--- config.mk ---
export PLATFORM = sky130hd
export DESIGN_NAME = snake_game_ctrl
export DESIGN_NICKNAME = d
export VERILOG_FILES = /design/src/rtl/snake_pkg.sv /design/src/rtl/snake_tick_gen.sv /design/src/rtl/snake_game_ctrl.sv
export SDC_FILE = /design/constraint.sdc
export NUM_CORES = 1
export LEC_CHECK = 0
export ABC_AREA = 1
export CAP_MARGIN = 10
export CORE_ASPECT_RATIO = 0.8
export CORE_MARGIN = 3
export CORE_UTILIZATION = 64
export CTS_BUF_LIST = sky130_fd_sc_hd__clkbuf_4 sky130_fd_sc_hd__clkbuf_8
export DETAILED_ROUTE_END_ITERATION = 12
export DONT_BUFFER_PORTS = 1
export HOLD_SLACK_MARGIN = 0.05
export MAX_ROUTING_LAYER = met4
export PLACE_DENSITY_LB_ADDON = 0.12
export SKIP_CTS_REPAIR_TIMING = 1
export SYNTH_ARGS = -nofsm -noshare
export SYNTH_HDL_FRONTEND = slang
export SYNTH_SLANG_ARGS = --single-unit
--- constraint.sdc ---
create_clock -name clk -period 3.3 [get_ports clk]
set_clock_uncertainty 0.05 [all_clocks]
set_input_delay 0.66 -clock clk [delete_from_list [all_inputs] [get_ports clk]]
set_output_delay 0.66 -clock clk [all_outputs]
set_load 0.01 [all_outputs]
--- src/rtl/snake_pkg.sv ---
// Shared definitions for the snake game controller and core:
// direction codes, controller state codes and the opposite-direction helper.
package snake_pkg;

    // Width of the tick counter and tick period values.
    localparam int unsigned TICK_W = 24;

    typedef enum logic [1:0] {
        DIR_UP    = 2'b00,
        DIR_LEFT  = 2'b01,
        DIR_RIGHT = 2'b10,
        DIR_DOWN  = 2'b11
    } dir_t;

    typedef enum logic [1:0] {
        ST_IDLE  = 2'b00,
        ST_RUN   = 2'b01,
        ST_PAUSE = 2'b10,
        ST_OVER  = 2'b11
    } state_t;

    // The encoding places each direction opposite its bitwise complement.
    function automatic logic is_opposite(input dir_t a, input dir_t b);
        return (a ^ b) == 2'b11;
    endfunction

endpackage

--- src/rtl/snake_tick_gen.sv ---
// Game tick divider: counts enabled cycles and pulses wrap on the last
// count of each period, then restarts from zero.
module snake_tick_gen #(
    parameter int unsigned W = 24
) (
    input  logic         clk,
    input  logic         rst_n,
    input  logic         clear,
    input  logic         enable,
    input  logic [W-1:0] period,
    output logic         wrap
);

    logic [W-1:0] count_q;

    assign wrap = enable && (count_q == period - W'(1));

    // Counter: clear has priority, otherwise advance or wrap while enabled.
    always_ff @(posedge clk or negedge rst_n) begin
        if (!rst_n) begin
            count_q <= '0;
        end else if (clear) begin
            count_q <= '0;
        end else if (enable) begin
            count_q <= wrap ? '0 : count_q + W'(1);
        end
    end

endmodule

--- src/rtl/snake_game_ctrl.sv ---
// Snake game controller: start/pause/game-over FSM, game tick generation,
// buffered direction commits and apple scoring.
// Optional feature: define SNAKE_SPEEDUP_EN to shorten the tick period by
// STEP_DIV per apple, floored at MIN_DIV.
module snake_game_ctrl
    import snake_pkg::*;
#(
    parameter int TICK_DIV = 1666667,
    parameter int MIN_DIV  = 416667,
    parameter int STEP_DIV = 41667
) (
    input  logic       clk,
    input  logic       rst_n,
    input  logic       btn_start,
    input  logic       btn_pause,
    input  logic       dir_req_valid,
    input  logic [1:0] dir_req,
    input  logic       collision,
    input  logic       apple_eaten,
    output logic       game_en,
    output logic [1:0] dir,
    output logic       core_rst,
    output logic [1:0] state,
    output logic [7:0] score
);

    localparam logic [TICK_W-1:0] TICK_PERIOD = TICK_W'(TICK_DIV);

    state_t              state_q, state_d;
    dir_t                dir_q, pend_dir_q, req_dir;
    logic                pend_valid_q;
    logic                core_rst_q;
    logic [7:0]          score_q;
    logic [TICK_W-1:0]   period_q;
    logic                start_go;
    logic                tick_en;
    logic                tick_clr;
    logic                wrap;
    logic                apple_cnt;
    logic                req_ok;

    // State register.
    always_ff @(posedge clk or negedge rst_n) begin
        if (!rst_n) begin
            state_q <= ST_IDLE;
        end else begin
            state_q <= state_d;
        end
    end

    // Next state; collision outranks pause in RUN.
    always_comb begin
        state_d  = state_q;
        start_go = 1'b0;
        unique case (state_q)
            ST_IDLE, ST_OVER: begin
                if (btn_start) begin
                    state_d  = ST_RUN;
                    start_go = 1'b1;
                end
            end
            ST_RUN: begin
                if (collision) begin
                    state_d = ST_OVER;
                end else if (btn_pause) begin
                    state_d = ST_PAUSE;
                end
            end
            ST_PAUSE: begin
                if (btn_pause) begin
                    state_d = ST_RUN;
                end
            end
            default: state_d = ST_IDLE;
        endcase
    end

    // A cycle that leaves RUN is neither counted nor allowed to tick.
    assign tick_en   = (state_q == ST_RUN) && !collision && !btn_pause;
    assign tick_clr  = (state_q == ST_IDLE) || (state_q == ST_OVER);
    assign apple_cnt = (state_q == ST_RUN) && apple_eaten && !collision;

    assign req_dir = dir_t'(dir_req);
    assign req_ok  = dir_req_valid
                  && ((state_q == ST_RUN) || (state_q == ST_PAUSE))
                  && !is_opposite(req_dir, dir_q)
                  && (req_dir != dir_q);

    snake_tick_gen #(
        .W (TICK_W)
    ) u_tick (
        .clk    (clk),
        .rst_n  (rst_n),
        .clear  (tick_clr),
        .enable (tick_en),
        .period (period_q),
        .wrap   (wrap)
    );

    // Direction: commit pending on a tick; a request in the tick cycle is
    // held for the following tick rather than committed.
    always_ff @(posedge clk or negedge rst_n) begin
        if (!rst_n) begin
            dir_q        <= DIR_RIGHT;
            pend_dir_q   <= DIR_RIGHT;
            pend_valid_q <= 1'b0;
        end else if (start_go) begin
            dir_q        <= DIR_RIGHT;
            pend_valid_q <= 1'b0;
        end else begin
            if (wrap && pend_valid_q) begin
                dir_q <= pend_dir_q;
            end
            if (req_ok) begin
                pend_dir_q   <= req_dir;
                pend_valid_q <= 1'b1;
            end else if (wrap) begin
                pend_valid_q <= 1'b0;
            end
        end
    end

    // Score: cleared on start, saturating apple count.
    always_ff @(posedge clk or negedge rst_n) begin
        if (!rst_n) begin
            score_q <= '0;
        end else if (start_go) begin
            score_q <= '0;
        end else if (apple_cnt && (score_q != 8'hFF)) begin
            score_q <= score_q + 8'd1;
        end
    end

    // Core reset pulse on the first cycle of a new game.
    always_ff @(posedge clk or negedge rst_n) begin
        if (!rst_n) begin
            core_rst_q <= 1'b0;
        end else begin
            core_rst_q <= start_go;
        end
    end

`ifdef SNAKE_SPEEDUP_EN
    localparam logic [TICK_W:0] MIN_PERIOD = (TICK_W + 1)'(MIN_DIV);
    localparam logic [TICK_W:0] STEP       = (TICK_W + 1)'(STEP_DIV);

    logic [TICK_W-1:0] target_q, target_d;

    // Apples shorten the target; the running period only adopts it at a
    // wrap so the counter never overshoots a shrunk period mid-count.
    always_comb begin
        target_d = target_q;
        if (apple_cnt) begin
            if ({1'b0, target_q} >= MIN_PERIOD + STEP) begin
                target_d = target_q - STEP[TICK_W-1:0];
            end else begin
                target_d = MIN_PERIOD[TICK_W-1:0];
            end
        end
    end

    // Target and active period registers.
    always_ff @(posedge clk or negedge rst_n) begin
        if (!rst_n) begin
            target_q <= TICK_PERIOD;
            period_q <= TICK_PERIOD;
        end else if (start_go) begin
            target_q <= TICK_PERIOD;
            period_q <= TICK_PERIOD;
        end else begin
            target_q <= target_d;
            if (wrap) begin
                period_q <= target_d;
            end
        end
    end
`else
    assign period_q = TICK_PERIOD;
`endif

    assign game_en  = wrap;
    assign dir      = dir_q;
    assign core_rst = core_rst_q;
    assign state    = state_q;
    assign score    = score_q;

endmodule

==> results of run 1 <==
power by group through the flow:
stage / Combinational (mW) / Sequential, mW / Clock, mW
6_report: 0.565 / 0.642 / 0.324
5_1_grt: 0.635 / 0.652 / 0.352
4_1_cts: 0.551 / 0.641 / 0.333
3_5_place_dp: 0.552 / 0.651 / 0
3_3_place_gp: 0.540 / 0.648 / 0
2_1_floorplan: 0.468 / 0.633 / 0
critical path, delay by kind of cell (launching register included):
kind                       cells  cell delay [ps]
adders and majority gates      1              170
buffers and inverters          2              190
DFF                            1              430
and+or+nand+nor                5              490
metrics by stage:
stage / instance area, sq um / cells / total power [mW] / utilization (%)
final: 2770 / 436 / 1.53 / 71.4
after CTS: 2750 / 435 / 1.53 / 70.9
after global routing: 2770 / 436 / 1.64 / 71.4
after detailed placement: 2660 / 427 / 1.20 / 68.6
after global placement: 2660 / 427 / 1.19 / 68.6
after floorplan: 2630 / 377 / 1.10 / -
cell usage in the layout (no fill, tap or decap), types with 2 or more instances in the layout:
master,n
nor3_2,4
nor2_1,50
dfstp_2,2
xnor2_1,2
or2_2,2
clkbuf_4,2
ha_1,5
clkbuf_8,5
a21oi_1,6
inv_1,43
nand3_1,28
nor3_1,4
nand3_2,2
nand2_2,8
xor2_1,6
nand2_1,111
o21ai_1,7
nor2_2,15
o21ai_0,14
nand4_1,9
inv_2,4
dfrtp_1,38
nand3b_1,4
nor2_4,2
registers in the layout (all words and copies together), names as in the netlist:
name and flops:
core_rst 1, dir 2, pend_dir_q 2, pend_valid_q 1, score 8, state 2, u_tick.count_q 24
logic make-up after synthesis:
group / after synthesis
AOI/OAI and AO/OA: 31
xor gates and xnor gates: 8
adders and majority gates: 5
buffers and inverters: 52
DFF: 40
and+or+nand+nor: 241
layout make-up:
class	instances	area, sq um
clock buffers	7	83.8
well taps	55	68.8
inverters	47	176
flip-flops and latches	40	1000
clock inverters	1	5.00
repair buffers	1	20.0
fillers	329	1110
multi-input cells	285	1410
cell usage after synthesis (4+ instances only):
library cell and instances:
o21ai_1 7, nand4_1 9, nor2_2 15, nand2_2 8
nand3_1 28, inv_1 43, nand3b_1 4, a21oi_1 6
dfrtp_1 38, nand2_1 111, nor3_1 4, ha_1 5
inv_2 4, nor2_1 50, nor3_2 4, xor2_1 6
o21ai_0 14
metal layers:
metal | vias to the layer above | global-route usage [%]
li1 | 1196 | -
met1 | 1100 | 39.8
met2 | 85 | 38.6
met3 | 8 | 4.86
met4 | 0 | 7.78
met5 | - | -
how the worst max path moves through the flow:
stage,start,end,slack (ps)
6_report,u_tick.count_q[0]$_DFFE_PN0P_,game_en,1010
5_1_grt,u_tick.count_q[0]$_DFFE_PN0P_,game_en,900
4_1_cts,u_tick.count_q[0]$_DFFE_PN0P_,game_en,1010
3_3_place_gp,state[0]$_DFFE_PN0P_,score[5]$_DFFE_PN0P_,1300
3_5_place_dp,state[0]$_DFFE_PN0P_,score[2]$_DFFE_PN0P_,1200
2_1_floorplan,btn_pause,game_en,1460
==> metrics.yaml, run 1 <==
antenna_cells: 0
drt_pass1_iterations: 5
pin_count: 23
route.vias.total: 2389
slew_headroom_pct: 69.9
syn-instance-count: 377
synth-xor-area-share_pct: 2.67
hold_viol: 0
wl_met2_microns: 2610
p_clk_share_pct: 21.1
avgViaCountPerCell: 5.48
ys_warn_count: 0
drtIter0Drc: 244
clk_pin_slew_ps: 80
post-place-ws_ps: 1200
netlist_area_sq_mm: 0.00263
synth_top_family_by_area: "simple AND/OR/NAND/NOR gates"
final_nets: 394
cp.arrival_ps: 1580
rr_worst_depth: 7
dp_hpwl_microns: 4450
synth_top_cell_by_area: "dfrtp_1"
synthToLayoutAreaGrowth_pct: 5.38
initial_core_util_pct: 67.7
htree_levels: 2
p_seq_share_pct: 41.9
route.detailed.drc: 0
slew_viol_final: 0
port_buffers: 0
ant_nets: 0
postRouteWirelength_microns: 6030
hold_path.class: "input pin to async pin"
synth-adder-area-share_pct: 2.38
syn_area_per_cell_sq_um: 6.97
worstSetupStartpointType: "flip-flop"
final.min_clock_period_ps: 2290
p_sw_mw: 0.668
cts.sinks: 40
numCtsBuffers: 5
rsz0062_at_grt: "no"
tightest_slew_ps: 451
leakage_nw: 1.24
synthMuxAreaShare_pct: 0
root_buffer: "clkbuf_8"
ys_seq_elements: 40
yosysSeqAreaShare_pct: 38.2
async_reset_ff_share_pct: 100
r2r_start: "state[0]$_DFFE_PN0P_"
synth_compound_area_share_pct: 6.48
place_congestion: 0.932
grt_pass1_vias: 2228
cp-end-kind: "output port"
top_layer_used: "met4"
wl_per_cell_microns: 13.8
globalRouteOverflowTotal: 0
min_period_over_period_pct: 69.4
dieArea_sq_mm: 0.00492
worstPathMaxFanout: 5
cp_cell_sequence: "inv_1 > ha_1 > nand2_1 > nor2_1 > nand2_1 > nor2_1 > nand2_2 > inv_1"
hold_slack_ps: 141
yosysTopAreaCellShare_pct: 36.2
crit_required_ps: 2590
p_per_area_mw_per_mm2: 553
peakVddDrop_uv: 597
synthTopCellsByArea: "dfrtp_1, nand2_1, nor2_1, inv_1, nand3_1"
drive_above_1_share_pct: 13.6
maxCapViolations: 0
setup_viol: 0
core_sq_mm: 0.00388
antenna_found_initial: 0
cpPeakStageDelay_ps: 430
fin_setup_tns_ps: 0
fmax_mhz: 437
timing.rr.end: "score[2]$_DFFE_PN0P_"
synth_ff_type: "dfrtp_1"
synth_simple_gate_area_share_pct: 42.2
dieHeight_microns: 63.3
grt_usage_pct: 27.2
internal_power_mw: 0.863
ys_types: 31
clockBufferDepth: 2
critical_path_class: "flip-flop to output port"
reg2reg_slack_ps: 1180
die_x_microns: 77.6
synth_nets: 391
rows: 20
grt_pass1_wl_microns: 10300
timing.final.ws_setup_ps: 1010
clock_latency_ps: 290
switching_share_pct: 43.6
crit_slowest_cell: "dfrtp_1"
synth_edf_count: 0
wl_met1_microns: 2970
outcome: "finished, final reports clean"
grt_max_degree: 41
p_comb_share_pct: 36.9
wl_met3_microns: 392
cts_tree: "done"
Power figures use the tool's default switching activity.
==> run 2: changes to the inputs <==
==> constraint.sdc (replaced) <==
create_clock -name clk -period 2.3 [get_ports clk]
set_clock_uncertainty 0.05 [all_clocks]
set_input_delay 0.46 -clock clk [delete_from_list [all_inputs] [get_ports clk]]
set_output_delay 0.46 -clock clk [all_outputs]
set_load 0.01 [all_outputs]
==> metrics.yaml, run 2 (synthesized netlist as in run 1, its figures left out) <==
ant_nets: 0
clock_latency_ps: 290
root_buffer: "clkbuf_8"
cts.sinks: 40
fillCellCount: 327
hold_slack_ps: 249
final_nets: 396
clk_pin_slew_ps: 70
route.detailed.drc: 0
initial_core_util_pct: 67.7
peakVddDrop_uv: 678
drtIter0Drc: 233
grt_usage_pct: 26.9
globalRouteOverflowTotal: 0
largest_reg_flops: 24
hold_path.class: "input pin to flip-flop"
clockBufferDepth: 2
rsz0062_at_grt: "no"
postRouteWirelength_microns: 5920
place_congestion: 0.958
dp.cells: 428
final_cell_mix: "nand2_1, nor2_1, inv_1"
dieArea_sq_mm: 0.00492
numCtsBuffers: 5
crit_slowest_cell: "dfrtp_1"
antenna_found_initial: 0
slew_viol_final: 0
cp.arrival_ps: 1550
cts_tree: "done"
route.vias.total: 2378
post-place-ws_ps: 389
antenna_cells: 0
synthToLayoutAreaGrowth_pct: 6.62
pin_count: 23
die_x_microns: 77.6
grt_max_degree: 41
leakage_nw: 1.25
largest-register: "u_tick.count_q"
rows: 20
hold_viol: 0
core_sq_mm: 0.00388
grt_pass1_vias: 2211
grt_pass1_wl_microns: 10200
port_buffers: 0
fin_setup_tns_ps: 0
outcome: "finished, final reports clean"
p_per_area_mw_per_mm2: 807
worstSetupStartpointType: "flip-flop"
timing.final.ws_setup_ps: 235
final.min_clock_period_ps: 2060
drt_pass1_iterations: 5
dieHeight_microns: 63.3
htree_levels: 2
final_common_cell: "nand2_1"
crit_required_ps: 1790
maxCapViolations: 0
instances_no_fill: 438
dp_hpwl_microns: 4390
slew_headroom_pct: 67.5
min_period_over_period_pct: 89.8
setup_viol: 0
finalPower_mw: 2.26
cp-end-kind: "output port"
cp_cell_sequence: "inv_1 > ha_1 > nand2_1 > nor2_1 > nand2_1 > nor2_1 > nand2_2 > inv_1"
wl_per_cell_microns: 13.5
cpPeakStageDelay_ps: 430
drive_above_1_share_pct: 13.8
fmax_mhz: 484
critical_path_class: "flip-flop to output port"
avgViaCountPerCell: 5.43
tightest_slew_ps: 487
worstPathMaxFanout: 5
==> run 2: path summary, 6_finish.rpt <==
kind,startpoint,to,slack (ps),cells after the start
setup / recovery,u_tick.count_q[0]$_DFFE_PN0P_,game_en,240,8
hold / removal,dir_req[1],pend_dir_q[1]$_DFFE_PN1P_,250,2
setup reg to reg,state[0]$_DFFE_PN0P_,u_tick.count_q[13]$_DFFE_PN0P_,340,8
hold reg to reg,pend_dir_q[1]$_DFFE_PN1P_,pend_dir_q[1]$_DFFE_PN1P_,420,2
max in group asynchronous,rst_n,dir[1]$_DFFE_PN1P_,1360,2
min in group asynchronous,rst_n,u_tick.count_q[18]$_DFFE_PN0P_,580,2
==> run 2: layout make-up <==
type / instances / area, sq um / share of cell area (%)
multi-input cells: 285 / 1410 / 50.4
well taps: 55 / 68.8 / 2.46
inverters: 47 / 176 / 6.30
flip-flops and latches: 40 / 1000 / 35.8
clock buffers: 8 / 104 / 3.71
repair buffers: 3 / 37.5 / 1.34
==> run 2: metrics by stage <==
step	utilization, %	area, sq um
2_1_floorplan	-	2630
3_3_place_gp	68.8	2670
3_5_place_dp	68.8	2670
4_1_cts	71.5	2770
5_1_grt	72.2	2800
6_report	72.2	2800
==> run 2: critical path, delay by kind of cell, from the launching register on <==
family | cells | cell delay [ps]
fa+ha+maj | 1 | 170
flops | 1 | 430
simple gates | 5 | 490
buf+inv | 2 | 180
==> run 2: routing by layer <==
| layer | share of wire (%) | up-vias | GRT usage [%] | routed length [microns] |
|---|---|---|---|---|
| met5 | 0 | - | - | 0 |
| met4 | 1.3 | 0 | 7.78 | 76 |
| met3 | 7.5 | 8 | 5.43 | 442 |
| met2 | 43 | 95 | 38.2 | 2550 |
| met1 | 48 | 1074 | 38.9 | 2850 |
| li1 | - | 1201 | - | - |
==> run 2: power by group <==
part / total (mW) / internal [mW] / leakage, nW / switching [mW]
sequential: 0.915 / 0.806 / 0.541 / 0.109
combinational: 0.825 / 0.208 / 0.657 / 0.617
clock: 0.520 / 0.285 / 0.0549 / 0.234
